--- src/rtl/demux_8_32_deser.sv ---
// demux_8_32_deser: 8-to-32 bit deserializer, MSB byte first; define ABORT_FLAG_EN to add err_out.
module demux_8_32_deser (
  input  logic        clk_4f,
  input  logic        reset,
  input  logic        valid_in,
  input  logic [7:0]  data_in,
  output logic        valid_out,
  output logic [31:0] data_out
`ifdef ABORT_FLAG_EN
  ,
  output logic        err_out
`endif
);
  typedef enum logic [1:0] {S0, S1, S2, S3} state_t;
  state_t      state, state_nx;
  logic [31:0] asm_q, asm_nx;
  logic [1:0]  lane;
  logic        done;
  always_comb begin
    lane     = 2'd3 - state;
    done     = valid_in && (state == S3);
    state_nx = valid_in ? state_t'(state + 2'd1) : S0;
    asm_nx   = asm_q;
    if (valid_in) asm_nx[{lane, 3'b000} +: 8] = data_in;
  end
  always_ff @(posedge clk_4f) begin
    if (reset) begin
      state     <= S0;
      asm_q     <= '0;
      data_out  <= '0;
      valid_out <= 1'b0;
    end else begin
      state     <= state_nx;
      asm_q     <= asm_nx;
      valid_out <= done;
      if (done) data_out <= {asm_q[31:8], data_in};
    end
  end
`ifdef ABORT_FLAG_EN
  logic abort;
  assign abort = !valid_in && (state != S0);
  always_ff @(posedge clk_4f) begin
    if (reset) err_out <= 1'b0;
    else err_out <= abort;
  end
`endif
endmodule

--- config.mk ---
export PLATFORM = sky130hd
export DESIGN_NAME = demux_8_32_deser
export DESIGN_NICKNAME = d
export VERILOG_FILES = /design/src/rtl/demux_8_32_deser.sv
export SDC_FILE = /design/constraint.sdc
export NUM_CORES = 1
export LEC_CHECK = 0
export ABC_AREA = 1
export BUFFER_PORTS_ARGS = -buffer_cell sky130_fd_sc_hd__buf_2
export CAP_MARGIN = 20
export CORE_MARGIN = 10
export CORE_UTILIZATION = 48
export CTS_CLUSTER_SIZE = 24
export DETAILED_ROUTE_END_ITERATION = 12
export PLACE_DENSITY = 0.85
export SLEW_MARGIN = 20
export SYNTH_ARGS = -nofsm -noshare
export SYNTH_HDL_FRONTEND = slang
export SYNTH_SLANG_ARGS = --single-unit
--- constraint.sdc ---
create_clock -name clk_4f -period 1.8 [get_ports clk_4f]
set_clock_uncertainty 0.1 [all_clocks]
set_input_delay 0.09 -clock clk_4f [delete_from_list [all_inputs] [get_ports clk_4f]]
set_output_delay 0.09 -clock clk_4f [all_outputs]
set_load 0.01 [all_outputs]
After elaboration in Yosys (flattened, before gate mapping)
Index checks and enable logic that the tools add are counted.
{"block": "word_totals", "reg_bits": 67, "inputBits": 11}
{"block": "op_classes", "mux": 1, "eq_ne": 1, "shifts": 2, "n_reduce_logical": 2, "n_bitwise": 1, "n_addsub": 3}
{"op": "$bwmux W32", "count": 1}
{"op": "$shift A8 B7 Y32 const A", "count": 1}
{"op": "$shiftx A8 B7 Y32", "count": 1}
{"op": "$neg A5 Y7", "count": 1}
{"op": "$add A2 B1 Y2 const B", "count": 1}
{"op": "$eq A2 B2 Y1 const B", "count": 1}
{"op": "$reduce_or A2 Y1", "count": 1}
{"op": "$sub A2 B2 Y2 const A", "count": 1}
{"op": "$logic_and A1 B1 Y1", "count": 1}
{"op": "$not A1 Y1", "count": 1}

Logic depth before layout (Yosys ltp)
{"block": "depth", "depth_word": 4, "ltp_mapped": 7, "mapped_depth_nobuf": 6}

Least setup slack after synthesis
No wires, ideal clock.
{"block": "synth_path", "path_kind": "register -> register", "from": "register state[0]", "to": "register asm_q[21]", "period_less_slack_ns": 1.675, "arrival_ns": 1.505, "stages_incl_launch_ff": 8, "path_slack_ns": 0.125, "setup_time_ns": 0.070, "path_cell_list": "dfxtp_1 > clkbuf_1 > inv_1 > ha_1 > nand2_1 > nor2_8 > nand2_1 > a21oi_1"}
{"block": "synth_between", "elab_chain_len": 4}
{"element": "start, declared", "line_no": "15", "rtl": "state_t state, state_nx;"}
{"element": "start signal, assigned", "line_no": "33", "rtl": "state <= state_nx;"}
{"element": "$sub A2 B2 Y2 *", "line_no": "20", "rtl": "lane = 2'd3 - state;"}
{"element": "named net lane[0]", "line_no": "17", "rtl": "logic [1:0] lane;"}
{"element": "$neg A5 Y7 *", "line_no": "24", "rtl": "if (valid_in) asm_nx[{lane, 3'b000} +: 8] = data_in;"}
{"element": "$shiftx A8 B7 Y32 or $shift A8 B7 Y32 (tied branches)", "line_no": "24"}
{"element": "$bwmux W32 *", "line_no": "24"}
{"element": "end signal, assigned", "line_no": "34", "rtl": "asm_q <= asm_nx;"}
{"element": "end, declared", "line_no": "16", "rtl": "logic [31:0] asm_q, asm_nx;"}
The timed path passes the listed nets; every way through them passes the cells marked *.
A chain may end at the register's enable or synchronous reset.

Worst setup path after layout
{"block": "layout_path", "from": "register state[0]", "to": "register data_out[6]"}
{"block": "layout_between", "elab_chain_len": 2}
{"element": "$eq A2 B2 Y1", "line_no": "21", "rtl": "done = valid_in && (state == S3);"}
{"element": "$logic_and A1 B1 Y1", "line_no": "21"}
{"element": "end signal, assigned", "line_no": "36", "rtl": "if (done) data_out <= {asm_q[31:8], data_in};"}
{"element": "end, declared", "line_no": "8", "rtl": "output logic [31:0] data_out"}
No other way between the ends.

==> flow_metrics.py <==
metrics = {
    "floorplan": {
        "io_pins": 44,
        "initial_core_util_pct": 50.6,
        "die-area_um2": 7830,
        "core_area_um2": 4440,
        "die_h_um": 88.5,
        "die_x_um": 88.5,
        "num_rows": 24,
    },
    "job": {
        "drv_cap": 0,
    },
    "synth": {
        "yosysWarnings": 0,
        "synth_nets": 303,
        "ys_seq_area_share_pct": 52.5,
        "ys_ff_latch": 59,
        "avgSynthCellArea_um2": 7.81,
        "syn_area_um2": 2250,
        "synth_cells": 288,
        "synth_cell_types": 16,
    },
    "clock_tree": {
        "cts_setup_buffers": 0,
        "cts_tree": "yes",
        "clockRootBuffer": "clkbuf_8",
        "postCtsHoldBufs": 8,
        "cts_made_buffers": 9,
        "clock_latency_ns": 0.34,
        "clock_sinks": 59,
        "clk_pin_slew_worst_paths_ns": 0.07,
        "cts_resized": 0,
        "cts_buffer_depth": 2,
        "htree_levels": 3,
    },
    "grt": {
        "gr-total-overflow": 0,
        "grt_antenna_before_repair": 0,
        "grt_pass1_vias": 1901,
        "grt_pass1_wl_mm": 8.68,
        "grt_usage_pct": 14.3,
        "grt_max_degree": 35,
    },
    "worst_setup_path": {
        "crit_type": "flip-flop to flip-flop",
        "crit_start": "state[0]$_SDFF_PP0_",
        "slowest_stage": "dfxtp_1",
        "required_ns": 1.97,
        "path_delay_family": "simple AND/OR/NAND/NOR gates",
        "cp.arrival_ns": 1.79,
        "cp.depth": 5,
        "rr_worst_depth": 5,
        "critical_path.endpoint_type": "flip-flop",
        "critPathLaunchType": "flip-flop",
        "path_cells": "ha_1 -> nand2_4 -> inv_4 -> nor2_1 -> nor2_1",
        "crit_path_frequent_cell": "nor2_1",
        "cp_max_fo": 34,
        "max_stage_delay_ns": 0.41,
        "regToRegStartpoint": "state[0]$_SDFF_PP0_",
        "path_buf_inv": 1,
    },
    "timing": {
        "hold_viol": 0,
        "fmax_mhz": 616,
        "fin_crit_ns": 1.62,
        "final.setup.worst_slack_ns": 0.178,
        "max_slew_margin_pct": 79.0,
        "timing.hold.ws_ns": 0.0164,
        "rsz0062_at_grt": "no",
        "finalSetupViolations": 0,
        "worst_pin_slew_ns": 0.315,
        "fin_setup_tns_ns": 0,
        "period_share_pct": 90.1,
        "slew_viol_final": 0,
    },
    "cells_and_area": {
        "fin_util_pct": 62.2,
        "final_cells": 397,
        "syn_to_final_growth_pct": 22.9,
        "drive_above_1_share_pct": 20.0,
        "nets": 355,
        "antenna_cells": 0,
    },
    "route": {
        "via_per_inst": 5.00,
        "drt_wl_total_mm": 5.17,
        "wl_per_cell_um": 13.0,
        "vias": 1986,
        "wl_met1_mm": 2.02,
        "drt-pass1-iter-count": 5,
        "dr_wl_met2_mm": 2.67,
        "first_iter_violations": 217,
        "route.met3.wl_um": 301,
        "top_layer_used": "met4",
        "final_antenna_net_count": 0,
        "route.detailed.drc": 0,
    },
    "pwr": {
        "worst_ir_drop_vdd_uv": 371,
        "p_per_area_nw_per_um2": 1010,
        "leakagePower_uw": 0.00127,
    },
    "placement": {
        "pre_cts_ws_ns": 0.238,
        "dp_hpwl_mm": 3.45,
        "dp_cells": 373,
        "port_buffers": 43,
        "gp_congestion": 0.911,
    },
    "run_status": {
        "status": "completed",
    },
    "worst_hold_path": {
        "whs_path_depth": 3,
        "hold_class": "primary input to flip-flop",
        "min_from": "valid_in",
    },
}
cell usage in the layout, fill, tap and decap left out, types with 2 or more instances in the layout:
cell           count
nor2_1            78
dfxtp_1           59
nand2_1           56
buf_2             43
o21ai_0           33
a21oi_1           23
inv_1             13
clkbuf_8           9
dlygate4sd3_1      8
nand2_4            4
ha_1               4
buf_4              4
nor2_8             2
clkinv_2           2
bufinv_16          2
clkbuf_1           2
layer usage:
layer,vias to the layer above,track usage (%)
li1,1007,-
met1,901,15.3
met2,59,24.4
met3,19,3.13
met4,0,10.1
met5,-,0
synthesized netlist by cell type (all sizes together):
library cell	count	area, µm²
buf	8	57.6
nor2	81	344
inv	14	55.1
o21ai	33	165
ha	4	50.1
dfxtp	59	1180
clkbuf	6	26.3
a21oi	23	115
nand2	60	255
sequential cells by signal, indices dropped and copies added (netlist names):
name / cells
valid_out: 1
data_out: 32
state: 2
asm_q: 24
kinds of logic (layout without fill, tap and decap cells):
| group | count (synthesis) | in the layout | share of synthesized area, % |
|---|---|---|---|
| AOI/OAI and AO/OA | 56 | 56 | 12.5 |
| adders and majority gates | 4 | 4 | 2.22 |
| buffers and inverters | 28 | 85 | 6.17 |
| and+or+nand+nor | 141 | 141 | 26.6 |
| DFF | 59 | 59 | 52.5 |
worst paths after layout:
check	slack, ns	endpoint
worst max-delay path	0.18	data_out[6]$_SDFFE_PP0P_
worst min-delay path	0.02	state[0]$_SDFF_PP0_
worst max register to register	0.18	data_out[6]$_SDFFE_PP0P_
worst min register to register	0.36	asm_q[27]$_SDFFE_PP0P_
report_power, final:
part           leakage [µW]  switching [µW]  internal [µW]
Sequential         0.000477            10.0           1330
Clock              0.000103             500            775
Combinational      0.000689             110           64.1
final cells by class:
type | count | area [µm²]
Sequential cell | 59 | 1180
Clock inverter | 5 | 77.6
Multi-Input combinational cell | 201 | 930
Tap cell | 52 | 65.1
Timing Repair Buffer | 55 | 325
Clock buffer | 11 | 131
Inverter | 14 | 55.1
Fill cell | 372 | 1680
worst reg2reg max path: cells and delay by family, from the launching register on:
family,cells,cell delay (ns)
buffers and inverters,1,0.32
adders and majority gates,1,0.25
and+or+nand+nor,3,0.47
DFF,1,0.41
through the flow:
step | power [µW] | instance area, µm²
after detailed placement | 1520 | 2480
after CTS | 2800 | 2770
after floorplan | 1480 | 2250
final | 2780 | 2770
after global routing | 2880 | 2770
after global placement | 1520 | 2480
Note: power is estimated with default switching activity, not from simulation.
